## config.mk

```make
export PLATFORM = sky130hd
export DESIGN_NAME = sipo_frame_rx
export DESIGN_NICKNAME = d
export VERILOG_FILES = /design/src/rtl/stepper_pkg.sv /design/src/rtl/sipo_frame_rx.sv
export SDC_FILE = /design/constraint.sdc
export NUM_CORES = 1
export LEC_CHECK = 0
export ABC_AREA = 1
export BUFFER_PORTS_ARGS = -buffer_cell sky130_fd_sc_hd__buf_2
export CAP_MARGIN = 10
export CELL_PAD_IN_SITES_DETAIL_PLACEMENT = 0
export CELL_PAD_IN_SITES_GLOBAL_PLACEMENT = 1
export CORE_AREA = 2 2 52 54
export CTS_CLUSTER_DIAMETER = 80
export DETAILED_ROUTE_END_ITERATION = 10
export DIE_AREA = 0 0 54 56
export GPL_TIMING_DRIVEN = 0
export PLACE_DENSITY = 0.77
export SYNTH_ARGS = -nofsm -noshare
export SYNTH_HDL_FRONTEND = slang
export SYNTH_SLANG_ARGS = --single-unit
```

## constraint.sdc

```tcl
create_clock -name clk_in -period 1.8 [get_ports clk_in]
set_input_delay 0.36 -clock clk_in [delete_from_list [all_inputs] [get_ports clk_in]]
set_output_delay 0.36 -clock clk_in [all_outputs]
set_load 0.02 [all_outputs]
```

## src/rtl/stepper_pkg.sv

```systemverilog
// Shared definitions for the framed serial-in/parallel-out receiver.
package stepper_pkg;

    typedef enum logic {
        IDLE  = 1'b0,
        SHIFT = 1'b1
    } rx_state_e;

endpackage

```

## src/rtl/sipo_frame_rx.sv

```systemverilog
// Framed serial-to-parallel receiver, MSB first, with valid/ready output
// handshake and a sticky overrun flag.
module sipo_frame_rx
    import stepper_pkg::*;
#(
    parameter int SIZE = 8
) (
    input  logic            clk_in,
    input  logic            rst_in,
    input  logic            en_in,
    input  logic            frame_in,
    input  logic            data_in,
    input  logic            ready_in,
    output logic [SIZE-1:0] data_out,
    output logic            valid_out,
    output logic            busy_out,
    output logic            overrun_out
);

    localparam int            CW   = $clog2(SIZE + 1);
    localparam logic [CW-1:0] LAST = CW'(SIZE - 1);

    // The top shift bit is never observed: the completing sample is appended
    // straight into data_out, so only SIZE-1 bits need storage.
    rx_state_e         state_q, state_d;
    logic [CW-1:0]     cnt_q, cnt_d;
    logic [SIZE-2:0]   shift_q, shift_d;
    logic [SIZE-1:0]   data_q, data_d;
    logic              valid_q, valid_d;
    logic              overrun_q, overrun_d;
    logic              done;

    always_comb begin
        state_d   = state_q;
        cnt_d     = cnt_q;
        shift_d   = shift_q;
        data_d    = data_q;
        valid_d   = valid_q;
        overrun_d = overrun_q;
        done      = 1'b0;

        case (state_q)
            IDLE: begin
                if (en_in && frame_in) begin
                    shift_d    = '0;
                    shift_d[0] = data_in;
                    cnt_d      = CW'(1);
                    state_d    = SHIFT;
                end
            end
            SHIFT: begin
                if (!frame_in) begin
                    shift_d = '0;
                    cnt_d   = '0;
                    state_d = IDLE;
                end else if (en_in) begin
                    if (cnt_q == LAST) begin
                        done    = 1'b1;
                        data_d  = {shift_q, data_in};
                        shift_d = '0;
                        cnt_d   = '0;
                        state_d = IDLE;
                    end else begin
                        shift_d = {shift_q[SIZE-3:0] , data_in} ;
                        cnt_d   = cnt_q + CW'(1);
                    end
                end
            end
            default: state_d = IDLE;
        endcase

        // A completing word always wins over acceptance of the previous one.
        if (done) begin
            valid_d = 1'b1;
            if (valid_q && !ready_in)
                overrun_d = 1'b1;
        end else if (valid_q && ready_in) begin
            valid_d = 1'b0;
        end
    end

    always_ff @(posedge clk_in) begin
        if (rst_in) begin
            state_q   <= IDLE;
            cnt_q     <= '0;
            shift_q   <= '0;
            data_q    <= '0;
            valid_q   <= 1'b0;
            overrun_q <= 1'b0;
        end else begin
            state_q   <= state_d;
            cnt_q     <= cnt_d;
            shift_q   <= shift_d;
            data_q    <= data_d;
            valid_q   <= valid_d;
            overrun_q <= overrun_d;
        end
    end

    assign data_out    = data_q;
    assign valid_out   = valid_q;
    assign busy_out    = (state_q == SHIFT);
    assign overrun_out = overrun_q;

endmodule

```

---- After elaboration in Yosys (flattened, before gate mapping) ----
Index checks and enable logic that the tools add are counted.
operators by class
  bitwise operators ....................... 1
  equality and inequality tests ........... 3
  $add $sub $neg .......................... 1
  reduce and logical (&&, ||, !) cells .... 8
  multiplexer cells ....................... 21
operator list
  kind                   count
  $mux W7                4
  $mux W4                4
  $pmux W7 S2            1
  $mux W1                10
  $pmux W4 S2            1
  $add A4 B1 Y4 const B  1
  $eq A4 B3 Y1 const B   1
  $reduce_and A2 Y1      2
  $reduce_and A4 Y1      1
  $logic_and A1 B1 Y1    3
  $ne A3 B3 Y1 const B   1
  $ne A2 B2 Y1 const B   1
  $pmux W1 S2            1
  $reduce_bool A2 Y1     1
  $logic_not A1 Y1       1
  $not A1 Y1             1
word-level totals
  register bits ........................... 22
  output and inout bits ................... 11
  word-level logic and storage cells ...... 40

---- Logic depth before layout (Yosys ltp) ----
  depth after elaboration ................. 6
  depth in mapped cells ................... 7
  depth with buffers taken out ............ 7

---- Least setup slack after synthesis ----
Ideal clock, no wire load.
  kind .................................... register to register
  from .................................... reg cnt_q[0]
  to ...................................... reg data_q[0], in the netlist data_out[0]
  period minus slack after synthesis ...... 1,272 ps
  slack ................................... 528 ps
  data arrival time ....................... 1,157 ps
  stages on the path, launching flop included .. 7
  setup time .............................. 116 ps
  cells stage by stage .................... dfxtp_1 ha_1 nand2_2 nor2_4 nand3_4 o21ai_0 nor2_1
on the way
  word-level cells in the longest chain between the ends .. 2
RTL lines
  what                         line                 RTL
  start, declared              sipo_frame_rx.sv:26  logic [CW-1:0] cnt_q, cnt_d;
  start signal, assigned       sipo_frame_rx.sv:92  cnt_q <= cnt_d;
  $eq A4 B3 Y1                 sipo_frame_rx.sv:57  if (cnt_q == LAST) begin
  $reduce_and A4 Y1 (no line)  --
  end signal, assigned         sipo_frame_rx.sv:94  data_q <= data_d;
  end, declared                sipo_frame_rx.sv:28  logic [SIZE-1:0] data_q, data_d;
Every way passes these cells.
A chain may end at the register's enable or synchronous reset.

---- Worst setup path in the final report ----
  from .................................... reg cnt_q[0]
  to ...................................... reg data_q[4], in the netlist data_out[4]
Same word-level chain as after synthesis.

==> results_dict.tcl <==
set metrics [dict create \
    synth_flop_cell "dfxtp_1" \
    ys_warn_count 0 \
    synth_simple_gate_area_frac 0.305 \
    ys_ff_latch 22 \
    met1_usage 0.168 \
    multi_input_area_um2 397 \
    cts.sinks 22 \
    sw_frac_of_total 0.209 \
    cts_repair_resize_count 0 \
    yosys.area.top_type "dfxtp_1" \
    crit_path_start_kind "register" \
    area.growth.synth_to_final_pct 19.3 \
    grt_util_met3 0.0242 \
    relSlewSlack 0.695 \
    rows 18 \
    grt_pass1_wl_um 2900 \
    synth-adder-area-share 0.0142 \
    path_class "register to register" \
    endpoint_kind "register" \
    synth_area_leaders "dfxtp_1 (50%), nand2_1 (10%), nor2_1 (8.9%)" \
    max-cap-violations 0 \
    async_reset_ff_frac 0 \
    gp_congestion 0.754 \
    synthesis.nets 123 \
    die_w_um 54 \
    synth_commonest_cells "nand2_1 (24), dfxtp_1 (22), nor2_1 (21), a21oi_1 (13), inv_1 (8)" \
    grt_busiest_layer "met2" \
    fp.dieH_um 56 \
    post-route-min-period_ps 1460 \
    skew_ps 2.82 \
    yosysUniqueCellTypes 17 \
    setup_viol 0 \
    drv_slew 0 \
    h-tree-depth 1 \
    cts_root_buf "clkbuf_4" \
    final_core_util 0.433 \
    grt_usage 0.131 \
    synth_cells 116 \
    p_sw_w 0.000193 \
    cts_hold_buf 0 \
    drt_iter0_markers 11 \
    finalSetupTns_ps 0 \
    power.leakage_nw 0.442 \
    grt_antenna_before_repair 0 \
    wl_per_cell_um 10.3 \
    synth.most_common_cell "nand2_1" \
    synth_compound_area_frac 0.130 \
    first_pass_iters 3 \
    synth_xor_area_frac 0 \
    portBuffers 16 \
    syn_avg_cell_area_um2 7.62 \
    synthMuxAreaShare 0 \
    nets 144 \
    ir_worst_vdd_mv 0.536 \
    grt_util_met2 0.195 \
    status "finished, final reports clean" \
    io_pins 17 \
    core_um2 2430 \
    hold_class "primary input to register" \
    arrival_ps 1670 \
    worstRegToRegCells 6 \
    rsz0062_at_grt "false" \
    drc 0 \
    crit_fanout 9 \
    worst_pin_slew_ps 458 \
    numCtsBuffers 3 \
    die-area_um2 3020 \
    grt_pass1_vias 674 \
    tritoncts "done" \
    synth_top_area_frac 0.499 \
    power_density_nw_per_um2 879 \
    crit_required_ps 2010 \
    seq_area_um2 440 \
    synth-seq-area-share 0.499 \
    ant_nets 0 \
    cts_buffer_depth 2 \
    diodes 0 \
    clockPowerShare 0.409 \
    max_freq_mhz 687 \
    power_frac_seq 0.538 \
    grt_overflow 0 \
    layout-drive-gt1-share 0.199 \
    hpwl_um 1220 \
    min_path_cells 2 \
    synth_top_family_by_area "simple AND/OR/NAND/NOR gates" \
    fillers 259 \
    grt_max_degree 14 \
    synth-edff-count 0 \
    cts_setup_buffers 0 \
    finalHoldViolations 0 \
    pwr-share-comb 0.052 \
    p_int_w 0.000733 \
    vias 778 \
    netlist_area_um2 883 \
    wl_um 1710 \
    clkTransAtPathRegs_ps 120 \
    clk-insertion-delay-late_ps 310 \
    avgViaCountPerCell 4.69 \
    period_share 0.808 \
    start_util 0.363 \
]
[registers in the layout, indices dropped and copies added (netlist names)]
| name | cells |
|---|---|
| data_out | 8 |
| valid_out | 1 |
| busy_out | 1 |
| shift_q | 7 |
| overrun_out | 1 |
| cnt_q | 4 |
[per-stage QoR]
stage	cell area, um2	hold WS [ps]	setup WS, ps	instances	power, W
floorplan	883	429	528	116	0.000539
global placement	1000	434	355	162	0.000557
detailed placement	1000	440	347	162	0.000558
CTS	1050	227	324	166	0.000941
global route	1050	240	188	166	0.000968
finish	1050	240	345	166	0.000926
[logic make-up (layout without fill, tap and decap cells)]
group	count (synthesis)	count (layout)
AO/OA/AOI/OAI	23	23
buffers and inverters	11	31
AND/OR/NAND/NOR	59	59
flip-flops	22	22
adder cells (fa/ha/maj)	1	1
[worst max-delay path, stage by stage, from the launching register on]
cell     delay, ps
dfxtp_1        430
ha_1           220
nand2_2         90
nor2_4         190
nand3_4        170
o21ai_0        210
nor2_1          50
[final cells by class]
| type | instances | share of cell area |
|---|---|---|
| Inverter | 10 | 0.0404 |
| Clock buffer | 3 | 0.0214 |
| Sequential cell | 22 | 0.418 |
| Clock inverter | 1 | 0.0285 |
| Buffer | 1 | 0.00356 |
| Timing Repair Buffer | 16 | 0.0760 |
| Multi-Input combinational cell | 83 | 0.376 |
| Tap cell | 30 | 0.0356 |
[final timing paths]
path	from	to	slack, ps
hold reg to reg	overrun_out	overrun_out	460
hold / removal	rst_in	shift_q[0]	240
setup / recovery	cnt_q[0]	data_out[4]	340
setup reg to reg	cnt_q[0]	data_out[4]	340
[routing by layer]
layer  wire length [um]  vias to the layer above
met5                  0                        -
met4                 40                        0
met3                 45                        4
met2                790                       10
met1                831                      347
li1                   -                      417
[cells in the final DEF (no fill, tap or decap), types with 2 or more instances in the layout]
cell       n
nor2_1    21
nand3_1    7
buf_2     16
inv_1      8
o21ai_0    6
nor2_4     2
nand4_1    2
o21ai_1    4
clkbuf_4   3
dfxtp_1   22
nand2_1   24
a21oi_1   13
[power by group through the flow]
stage                logic, W  registers, W  clock network (W)
finish              0.0000486      0.000498           0.000379
global placement    0.0000481      0.000509                  0
global route        0.0000565      0.000500           0.000412
floorplan           0.0000296      0.000509                  0
detailed placement  0.0000489      0.000509                  0
CTS                 0.0000492      0.000498           0.000393
(Power assumes the default switching activity.)
